File: src/rtl/button_event_decoder_pkg.sv
// button_event_decoder_pkg: shared gesture state type and counter sizing helper
//   t_Button_State : gesture states of the decoder
//   cnt_width      : bits needed to count up to the largest of three limits
package button_event_decoder_pkg;

    typedef enum logic [2:0] {IDLE, PRESS1, GAP, PRESS2, HELD} t_Button_State;

    function automatic int cnt_width(input int a, input int b, input int c);
        int m;
        m = (a > b) ? a : b;
        m = (m > c) ? m : c;
        return $clog2(m) + 1;
    endfunction

endpackage

File: src/rtl/button_event_decoder_if.sv
// button_event_decoder_if: debounced button level in, gesture pulses out
//   i_Switch                            : debounced level, 1 = pressed
//   o_Click/o_Double_Click/o_Long_Press : one-cycle gesture pulses
//   o_Repeat                            : periodic pulse while a long press is held
//   o_Busy                              : a gesture is in progress
interface button_event_decoder_if;

    logic i_Switch;
    logic o_Click;
    logic o_Double_Click;
    logic o_Long_Press;
    logic o_Repeat;
    logic o_Busy;

    modport master (
        output i_Switch,
        input  o_Click, o_Double_Click, o_Long_Press, o_Repeat, o_Busy
    );

    modport slave (
        input  i_Switch,
        output o_Click, o_Double_Click, o_Long_Press, o_Repeat, o_Busy
    );

endinterface

File: src/rtl/edge_detect.sv
// edge_detect: registered previous level with rise/fall strobes
//   i_Clk, i_Rst_L : clock, asynchronous active-low reset
//   i_Level        : synchronous, debounced level
//   o_Rise, o_Fall : high in the cycle the level differs from last cycle's
module edge_detect (
    input  logic i_Clk,
    input  logic i_Rst_L,
    input  logic i_Level,
    output logic o_Rise,
    output logic o_Fall
);

    logic r_Prev;

    always_ff @(posedge i_Clk or negedge i_Rst_L)
        if (!i_Rst_L) r_Prev <= 1'b0;
        else          r_Prev <= i_Level;

    assign o_Rise = i_Level & ~r_Prev;
    assign o_Fall = ~i_Level & r_Prev;

endmodule

File: src/rtl/button_event_decoder.sv
// button_event_decoder: classifies presses into click, double click, long press and repeat
//   i_Clk, i_Rst_L : clock, asynchronous active-low reset
//   bus            : switch level in, registered one-cycle gesture pulses and busy out
module button_event_decoder
    import button_event_decoder_pkg::*;
#(
    parameter int c_LONG_LIMIT    = 25_000_000,
    parameter int c_DOUBLE_GAP    = 6_250_000,
    parameter int c_REPEAT_PERIOD = 2_500_000
) (
    input logic                   i_Clk,
    input logic                   i_Rst_L,
    button_event_decoder_if.slave bus
);

    localparam int c_CW = cnt_width(c_LONG_LIMIT, c_DOUBLE_GAP, c_REPEAT_PERIOD);

    if (c_LONG_LIMIT < 2)    begin : g_bad_long   $error("c_LONG_LIMIT must be >= 2");    end
    if (c_DOUBLE_GAP < 2)    begin : g_bad_gap    $error("c_DOUBLE_GAP must be >= 2");    end
    if (c_REPEAT_PERIOD < 2) begin : g_bad_repeat $error("c_REPEAT_PERIOD must be >= 2"); end

    t_Button_State r_State, w_State;
    logic [c_CW-1:0] r_Cnt, w_Cnt;
    logic w_Rise, w_Fall;
    logic w_Click, w_Double, w_Long, w_Repeat;

    edge_detect u_edge (
        .i_Clk   (i_Clk),
        .i_Rst_L (i_Rst_L),
        .i_Level (bus.i_Switch),
        .o_Rise  (w_Rise),
        .o_Fall  (w_Fall)
    );

    always_ff @(posedge i_Clk or negedge i_Rst_L)
        if (!i_Rst_L) begin
            r_State            <= IDLE;
            r_Cnt              <= '0;
            bus.o_Click        <= 1'b0;
            bus.o_Double_Click <= 1'b0;
            bus.o_Long_Press   <= 1'b0;
            bus.o_Repeat       <= 1'b0;
        end else begin
            r_State            <= w_State;
            r_Cnt              <= w_Cnt;
            bus.o_Click        <= w_Click;
            bus.o_Double_Click <= w_Double;
            bus.o_Long_Press   <= w_Long;
            bus.o_Repeat       <= w_Repeat;
        end

    // Input edges are tested before counter expiry so an edge always wins a tie.
    always_comb begin
        w_State  = r_State;
        w_Cnt    = (r_State == IDLE || r_State == PRESS2) ? '0 : r_Cnt + 1'b1;
        w_Click  = 1'b0;
        w_Double = 1'b0;
        w_Long   = 1'b0;
        w_Repeat = 1'b0;
        case (r_State)
            IDLE:   if (w_Rise) w_State = PRESS1;
            PRESS1: if (w_Fall) w_State = GAP;
                    else if (r_Cnt == c_CW'(c_LONG_LIMIT - 1)) begin
                        w_Long  = 1'b1;
                        w_State = HELD;
                    end
            GAP:    if (w_Rise) begin
                        w_Double = 1'b1;
                        w_State  = PRESS2;
                    end else if (r_Cnt == c_CW'(c_DOUBLE_GAP - 1)) begin
                        w_Click = 1'b1;
                        w_State = IDLE;
                    end
            PRESS2: if (w_Fall) w_State = IDLE;
            HELD:   if (w_Fall) w_State = IDLE;
                    else if (r_Cnt == c_CW'(c_REPEAT_PERIOD - 1)) begin
                        w_Repeat = 1'b1;
                        w_Cnt    = '0;
                    end
            default: w_State = IDLE;
        endcase
        if (w_State != r_State) w_Cnt = '0;
    end

    assign bus.o_Busy = (r_State != IDLE);

endmodule

File: src/flat_wrapper.sv
// flat-port wrapper written by rule: the top's interface ports become plain ports
module button_event_decoder_flat import button_event_decoder_pkg::*;
#(
    parameter int c_LONG_LIMIT    = 25_000_000,
    parameter int c_DOUBLE_GAP    = 6_250_000,
    parameter int c_REPEAT_PERIOD = 2_500_000
)
  (i_Clk, i_Rst_L, bus_i_Switch, bus_o_Click, bus_o_Double_Click, bus_o_Long_Press, bus_o_Repeat, bus_o_Busy);
  button_event_decoder_if bus_i ();
  input logic i_Clk;
  input logic i_Rst_L;
  input wire logic [$bits(bus_i.i_Switch)-1:0] bus_i_Switch;
  output wire logic [$bits(bus_i.o_Click)-1:0] bus_o_Click;
  output wire logic [$bits(bus_i.o_Double_Click)-1:0] bus_o_Double_Click;
  output wire logic [$bits(bus_i.o_Long_Press)-1:0] bus_o_Long_Press;
  output wire logic [$bits(bus_i.o_Repeat)-1:0] bus_o_Repeat;
  output wire logic [$bits(bus_i.o_Busy)-1:0] bus_o_Busy;
  assign bus_i.i_Switch = bus_i_Switch;
  assign bus_o_Click = bus_i.o_Click;
  assign bus_o_Double_Click = bus_i.o_Double_Click;
  assign bus_o_Long_Press = bus_i.o_Long_Press;
  assign bus_o_Repeat = bus_i.o_Repeat;
  assign bus_o_Busy = bus_i.o_Busy;
  button_event_decoder #(.c_LONG_LIMIT(c_LONG_LIMIT), .c_DOUBLE_GAP(c_DOUBLE_GAP), .c_REPEAT_PERIOD(c_REPEAT_PERIOD)) u_core (.i_Clk(i_Clk), .i_Rst_L(i_Rst_L), .bus(bus_i));
endmodule
File: config.mk
export PLATFORM = sky130hd
export DESIGN_NAME = button_event_decoder_flat
export DESIGN_NICKNAME = d
export VERILOG_FILES = /design/src/rtl/button_event_decoder_pkg.sv /design/src/rtl/button_event_decoder_if.sv /design/src/rtl/edge_detect.sv /design/src/rtl/button_event_decoder.sv /design/src/flat_wrapper.sv
export SDC_FILE = /design/constraint.sdc
export NUM_CORES = 1
export LEC_CHECK = 0
export CORE_MARGIN = 10
export CORE_UTILIZATION = 50
export DETAILED_ROUTE_END_ITERATION = 7
export PLACE_DENSITY = 0.68
export SLEW_MARGIN = 20
export SYNTH_ARGS = -nofsm -noshare
export SYNTH_HDL_FRONTEND = slang
export SYNTH_SLANG_ARGS = --single-unit
File: constraint.sdc
create_clock -name i_Clk -period 2.2 [get_ports i_Clk]
set_input_delay 0.66 -clock i_Clk [delete_from_list [all_inputs] [get_ports i_Clk]]
set_output_delay 0.66 -clock i_Clk [all_outputs]
set_load 0.01 [all_outputs]
==> results.cfg, run 1 <==
[job]
max_cap_violations = 0

[synth]
yosysTopAreaCell = dfrtp_1
synthCells = 186
yosysWarnings = 0
yosysTopAreaCellShare_pct = 45.67
yosysMostFrequentCell = dfrtp_1
ys_ff_latch = 34
synth_area_sq_um = 1863
async_flop_share_pct = 100.0
synth_area_per_cell_sq_um = 10.02
synthTopCellsByArea = dfrtp_1 46%, xor2_1 7.5%, nor3_1 5.4%
synth_ff_type = dfrtp_1
yosysSeqAreaShare_pct = 45.67
synthTopCellsByCount = 34 x dfrtp_1, 22 x nor2_1, 20 x nor3_1, 16 x xor2_1, 12 x nand4_1
syn-num-nets = 190
synth.distinct_cells = 44
synth_edf_count = 0

[finish]
drive_above_1_share_pct = 18.31
diodes = 0
seq_area_sq_um = 850.8
syn2layout_area_growth_pct = 21.22
nets = 217
multi_input_area_sq_um = 983.4
n_fill_cell = 318

[route]
totalWireLength_mm = 4.493
post_drt_wl_per_cell_um = 17.21
ant_nets = 0
drc_errors = 0
vias = 1531
dr.first_iter.drc_count = 163
drtPass1Iterations = 4
routed_via_density = 5.866

[floorplanning]
die_area_sq_um = 6567
core_area_sq_um = 3633
start_util_pct = 51.27
die_w_um = 81.04
pin_count = 8
chipHeight_um = 81.04
rows = 22

[clock_tree]
cts_root_buf = clkbuf_8
insertion_delay_ps = 280
cts_tree = yes
cts.clk_slew.worst_paths_ps = 70
clk_path_buf_depth = 2
cts.sinks = 34
cts_buffers = 5
htreeDepth = 2
cts-hold-fix-buffers = 0

[setup_path]
r2r-start = u_core.r_Cnt[15]
crit_fanout = 7
cp-end-kind = flop
r2r_end = u_core.r_State[2]
critPathKind = in -> reg
rr_worst_depth = 5
worst_ep_required_time_ps = 2370
cp.arrival_ps = 2320
rrSetupSlack_ps = 170
start_kind = input pin

[global_routing]
grt_max_degree = 35
grt_pass1_vias = 1514
gr-total-overflow = 0
grt_use_total_pct = 14.58
antenna_found_initial = 0
grt_pass1_wl_mm = 7.438

[pwr]
p_per_area_nw_per_um2 = 734.7
ir_drop_v = 0.0004516
finalPower_w = 0.001659
p_leak_nw = 0.9364

[hold_path]
whs_endpoint = u_core.r_Cnt[0]
min_path_type = reg -> reg
hold_start = u_core.r_Cnt[0]
worstHoldPathCells = 1

[status]
status = finished clean

[timing]
fin_crit_sh_pct = 97.65
setup_viol = 0
max_slew.worst_pin.slew_ps = 429.8
slew_violations = 0
min_period_ps = 2148
whs_ps = 503.0
maxSlewHeadroom_pct = 71.35
skew_ps = 9.886
finalHoldViolCount = 0
fin_ws_ps = 51.60
timing.fmax_mhz = 465.5

[place]
portBuffers = 7
place.gp.congestion = 0.8811
dp_hpwl_mm = 3.144
dp_slack_ps = -287.6
## placed cells by master, fill, tap and decap left out, types with 2 or more instances in the layout
cell,count
a21oi_1,2
and2_1,2
and3_1,4
and4_1,5
buf_12,2
buf_4,18
clkbuf_8,6
clkdlybuf4s50_1,6
dfrtp_1,34
inv_1,2
nand2_1,11
nand2b_1,3
nand3_1,5
nand4_1,12
nand4bb_1,2
nor2_1,22
nor2b_1,2
nor3_1,19
nor3_2,2
nor4_1,3
xnor2_1,9
xor2_1,16
## area by class of cell
type | count | share of cell area [%]
clock buffers | 6 | 3.657
clock inverters | 1 | 1.330
inverters | 2 | 0.3324
multi-input cells | 143 | 43.55
flip-flops and latches | 34 | 37.67
well taps | 48 | 2.659
repair buffers | 27 | 10.80
## repair_timing
item / in CTS / in global routing
pin swaps: 1 / 4
setup buffers: 1 / 3
resized for setup: 1 / 5
cloned: 0 / 1
endpoints found under the hold margin: 0 / 0
endpoints found under the setup margin: 14 / 25
## metrics by stage
step | cell area (sq um) | cells | utilization [%] | setup TNS, ps
final | 2258 | 261 | 62.16 | 0
after global routing | 2258 | 261 | 62.16 | -155.0
after CTS | 2205 | 257 | 60.67 | 0
after detailed placement | 2073 | 249 | 57.06 | -6150
after global placement | 2073 | 249 | 57.06 | -4873
after floorplan | 1863 | 186 | - | 0
## power breakdown
group	total, W	switching (W)	internal, W
Clock	0.000576	0.000214	0.000362
Sequential	0.000681	0.0000220	0.000659
Combinational	0.000402	0.000225	0.000176
## critical path, cell delays in order
cell and delay (ps):
clkdlybuf4s50_1 500, nor2b_1 80, or4b_4 510, o211ai_1 290, buf_4 220, nor3_1 60
## worst max-delay path by stage
stage	startpoint	end	depth (start not counted)
floorplan	bus_i_Switch	u_core.r_Cnt[10]	6
global placement	bus_i_Switch	u_core.r_Cnt[24]	6
detailed placement	bus_i_Switch	u_core.r_Cnt[0]	6
CTS	bus_i_Switch	u_core.r_Cnt[0]	6
global route	bus_i_Switch	u_core.r_Cnt[21]	6
finish	bus_i_Switch	u_core.r_Cnt[0]	6
## flip-flops by register name, summed over array words and instances (netlist names)
name                       flops
u_core.bus.o_Click             1
u_core.bus.o_Double_Click      1
u_core.r_State                 3
u_core.bus.o_Long_Press        1
u_core.u_edge.r_Prev           1
u_core.r_Cnt                  26
u_core.bus.o_Repeat            1
## layer usage
layer  GRT usage (%)  wire [um]  vias up
met2           24.68       2309       46
li1                -          -      720
met1           17.57       1819      754
met5               0          0        -
met3           3.753        249       11
met4           5.017        114        0
## kinds of logic (layout without fill, tap and decap cells)
| family | after synthesis | count (layout) | synth area share [%] |
|---|---|---|---|
| AO/OA/AOI/OAI | 9 | 9 | 5.104 |
| XOR/XNOR | 25 | 25 | 11.75 |
| adder cells (fa/ha/maj) | 1 | 1 | 0.6715 |
| buffers and inverters | 9 | 36 | 2.149 |
| flip-flops | 34 | 34 | 45.67 |
| AND/OR/NAND/NOR | 108 | 108 | 34.65 |
(Power assumes the default switching activity.)
==> run 2: changes to the inputs <==
--- a/config.mk
+++ b/config.mk
@@ -6,9 +6,9 @@
 export NUM_CORES = 1
 export LEC_CHECK = 0
 export CORE_MARGIN = 10
-export CORE_UTILIZATION = 50
+export CORE_UTILIZATION = 59
 export DETAILED_ROUTE_END_ITERATION = 7
-export PLACE_DENSITY = 0.68
+export PLACE_DENSITY = 0.78
 export SLEW_MARGIN = 20
 export SYNTH_ARGS = -nofsm -noshare
 export SYNTH_HDL_FRONTEND = slang
==> results.cfg, run 2 (synthesis results as in run 1) <==
[timing]
timing.fmax_mhz = 474.5
min_period_ps = 2108
fin_crit_sh_pct = 95.80
skew_ps = 17.95
rsz0062_at_grt = no
slew_violations = 0
fin_ws_ps = 92.35
maxSlewHeadroom_pct = 71.51
tns_ps = 0
finalHoldViolCount = 0
max_slew.worst_pin.slew_ps = 427.3
setup_viol = 0
whs_ps = 509.4

[hold_path]
min_path_type = reg -> reg

[clock_tree]
cts_root_buf = clkbuf_4
cts_buffers = 5
cts.clk_slew.worst_paths_ps = 120
cts_tree = yes
cts.sinks = 34
htreeDepth = 2
insertion_delay_ps = 360
clk_path_buf_depth = 2
cts-hold-fix-buffers = 0

[pwr]
power_frac_comb_pct = 22.6
pwr-share-clk_pct = 35.7
p_switching_w = 0.0004663
p_seq_share_pct = 41.7
p_per_area_nw_per_um2 = 737.5
p_sw_share_pct = 28.55
internal_power_w = 0.001167
ir_drop_v = 0.0005324
p_leak_nw = 0.9141

[finish]
postLayoutCoreUtil_pct = 73.14
top_register = u_core.r_Cnt
n_fill_cell = 229
syn2layout_area_growth_pct = 18.87
drive_above_1_share_pct = 17.06
reg_top3 = u_core.r_Cnt: 26 flops, u_core.r_State: 3 flops
mostFrequentLayoutCell = dfrtp_1
largest_reg_flops = 26
layout_common_cells = 33 x dfrtp_1, 22 x nor2_1, 20 x nor3_1
post-route-cell-area_sq_um = 2215
diodes = 0
seq_area_sq_um = 852.1
nets = 214
multi_input_area_sq_um = 972.2

[place]
place.gp.congestion = 0.9741
dp_hpwl_mm = 3.134
dp_slack_ps = -265.4
dpl-instance-area_sq_um = 2061
portBuffers = 7

[floorplanning]
die_area_sq_um = 5806
die_w_um = 76.20
rows = 20
core_area_sq_um = 3028
chipHeight_um = 76.20
pin_count = 8
start_util_pct = 61.53

[route]
vias = 1494
drc_errors = 0
totalWireLength_mm = 4.390
routed_via_density = 5.859
drtPass1Iterations = 4
ant_nets = 0
post_drt_wl_per_cell_um = 17.22
dr.first_iter.drc_count = 122

[status]
status = finished clean

[setup_path]
crit_fanout = 13
worst_ep_required_time_ps = 2440
start_kind = input pin
cp.arrival_ps = 2350
critPathKind = in -> reg
cp-end-kind = flop

[global_routing]
grt_pass1_wl_mm = 7.458
antenna_found_initial = 0
gr-total-overflow = 0
grt_max_degree = 35
grt_use_total_pct = 15.59
grt_pass1_vias = 1552

[job]
max_cap_violations = 0
==> run 2: path summary, 6_finish.rpt <==
kind | cells after the start | to | start | slack [ps]
setup / recovery | 6 | u_core.r_Cnt[8] | bus_i_Switch | 90
setup reg to reg | 5 | u_core.r_State[2] | u_core.r_Cnt[15] | 140
min in group asynchronous | 2 | u_core.r_State[1] | i_Rst_L | 700
hold / removal | 1 | u_core.r_Cnt[0] | u_core.r_Cnt[0] | 510
max in group asynchronous | 2 | u_core.r_State[0] | i_Rst_L | 1180
hold reg to reg | 1 | u_core.r_Cnt[0] | u_core.r_Cnt[0] | 510
==> run 2: layout make-up <==
class | count | share of cell area (%)
Tap cell | 44 | 2.486
Sequential cell | 34 | 38.47
Timing Repair Buffer | 24 | 10.00
Inverter | 2 | 0.3390
Multi-Input combinational cell | 143 | 43.90
Clock inverter | 3 | 3.107
Clock buffer | 5 | 1.695
==> run 2: power by group through the flow <==
stage / Combinational (W) / Sequential, W / Clock [W]
2_1_floorplan: 0.000216 / 0.000697 / 0
3_3_place_gp: 0.000299 / 0.000694 / 0
3_5_place_dp: 0.000317 / 0.000698 / 0
4_1_cts: 0.000363 / 0.000681 / 0.000591
5_1_grt: 0.000395 / 0.000686 / 0.000627
6_report: 0.000369 / 0.000681 / 0.000584
==> run 2: critical path, stage by stage <==
cell and delay, ps:
clkdlybuf4s50_1 510, nor2b_1 70, or4b_2 620, o211ai_1 190
buf_4 220, nor3_1 80
==> run 2: stage by stage <==
| step | power [W] | cells |
|---|---|---|
| floorplan | 0.0009129 | 186 |
| global placement | 0.0009935 | 244 |
| detailed placement | 0.001015 | 244 |
| CTS | 0.001635 | 254 |
| global route | 0.001708 | 255 |
| finish | 0.001633 | 255 |
==> run 2: what timing repair did <==
item                       CTS  global route
pin swaps                    1             1
resized for setup            2             0
buffers inserted             2             1
setup endpoints to repair   14            13
==> run 2: metal layers <==
layer / share of wire (%) / vias up / wire, um / global-route usage (%)
li1: - / 715 / - / -
met1: 41 / 713 / 1804 / 18.01
met2: 50 / 49 / 2182 / 26.28
met3: 6.1 / 17 / 267 / 4.127
met4: 3.1 / 0 / 136 / 7.063
met5: 0 / - / 0 / 0
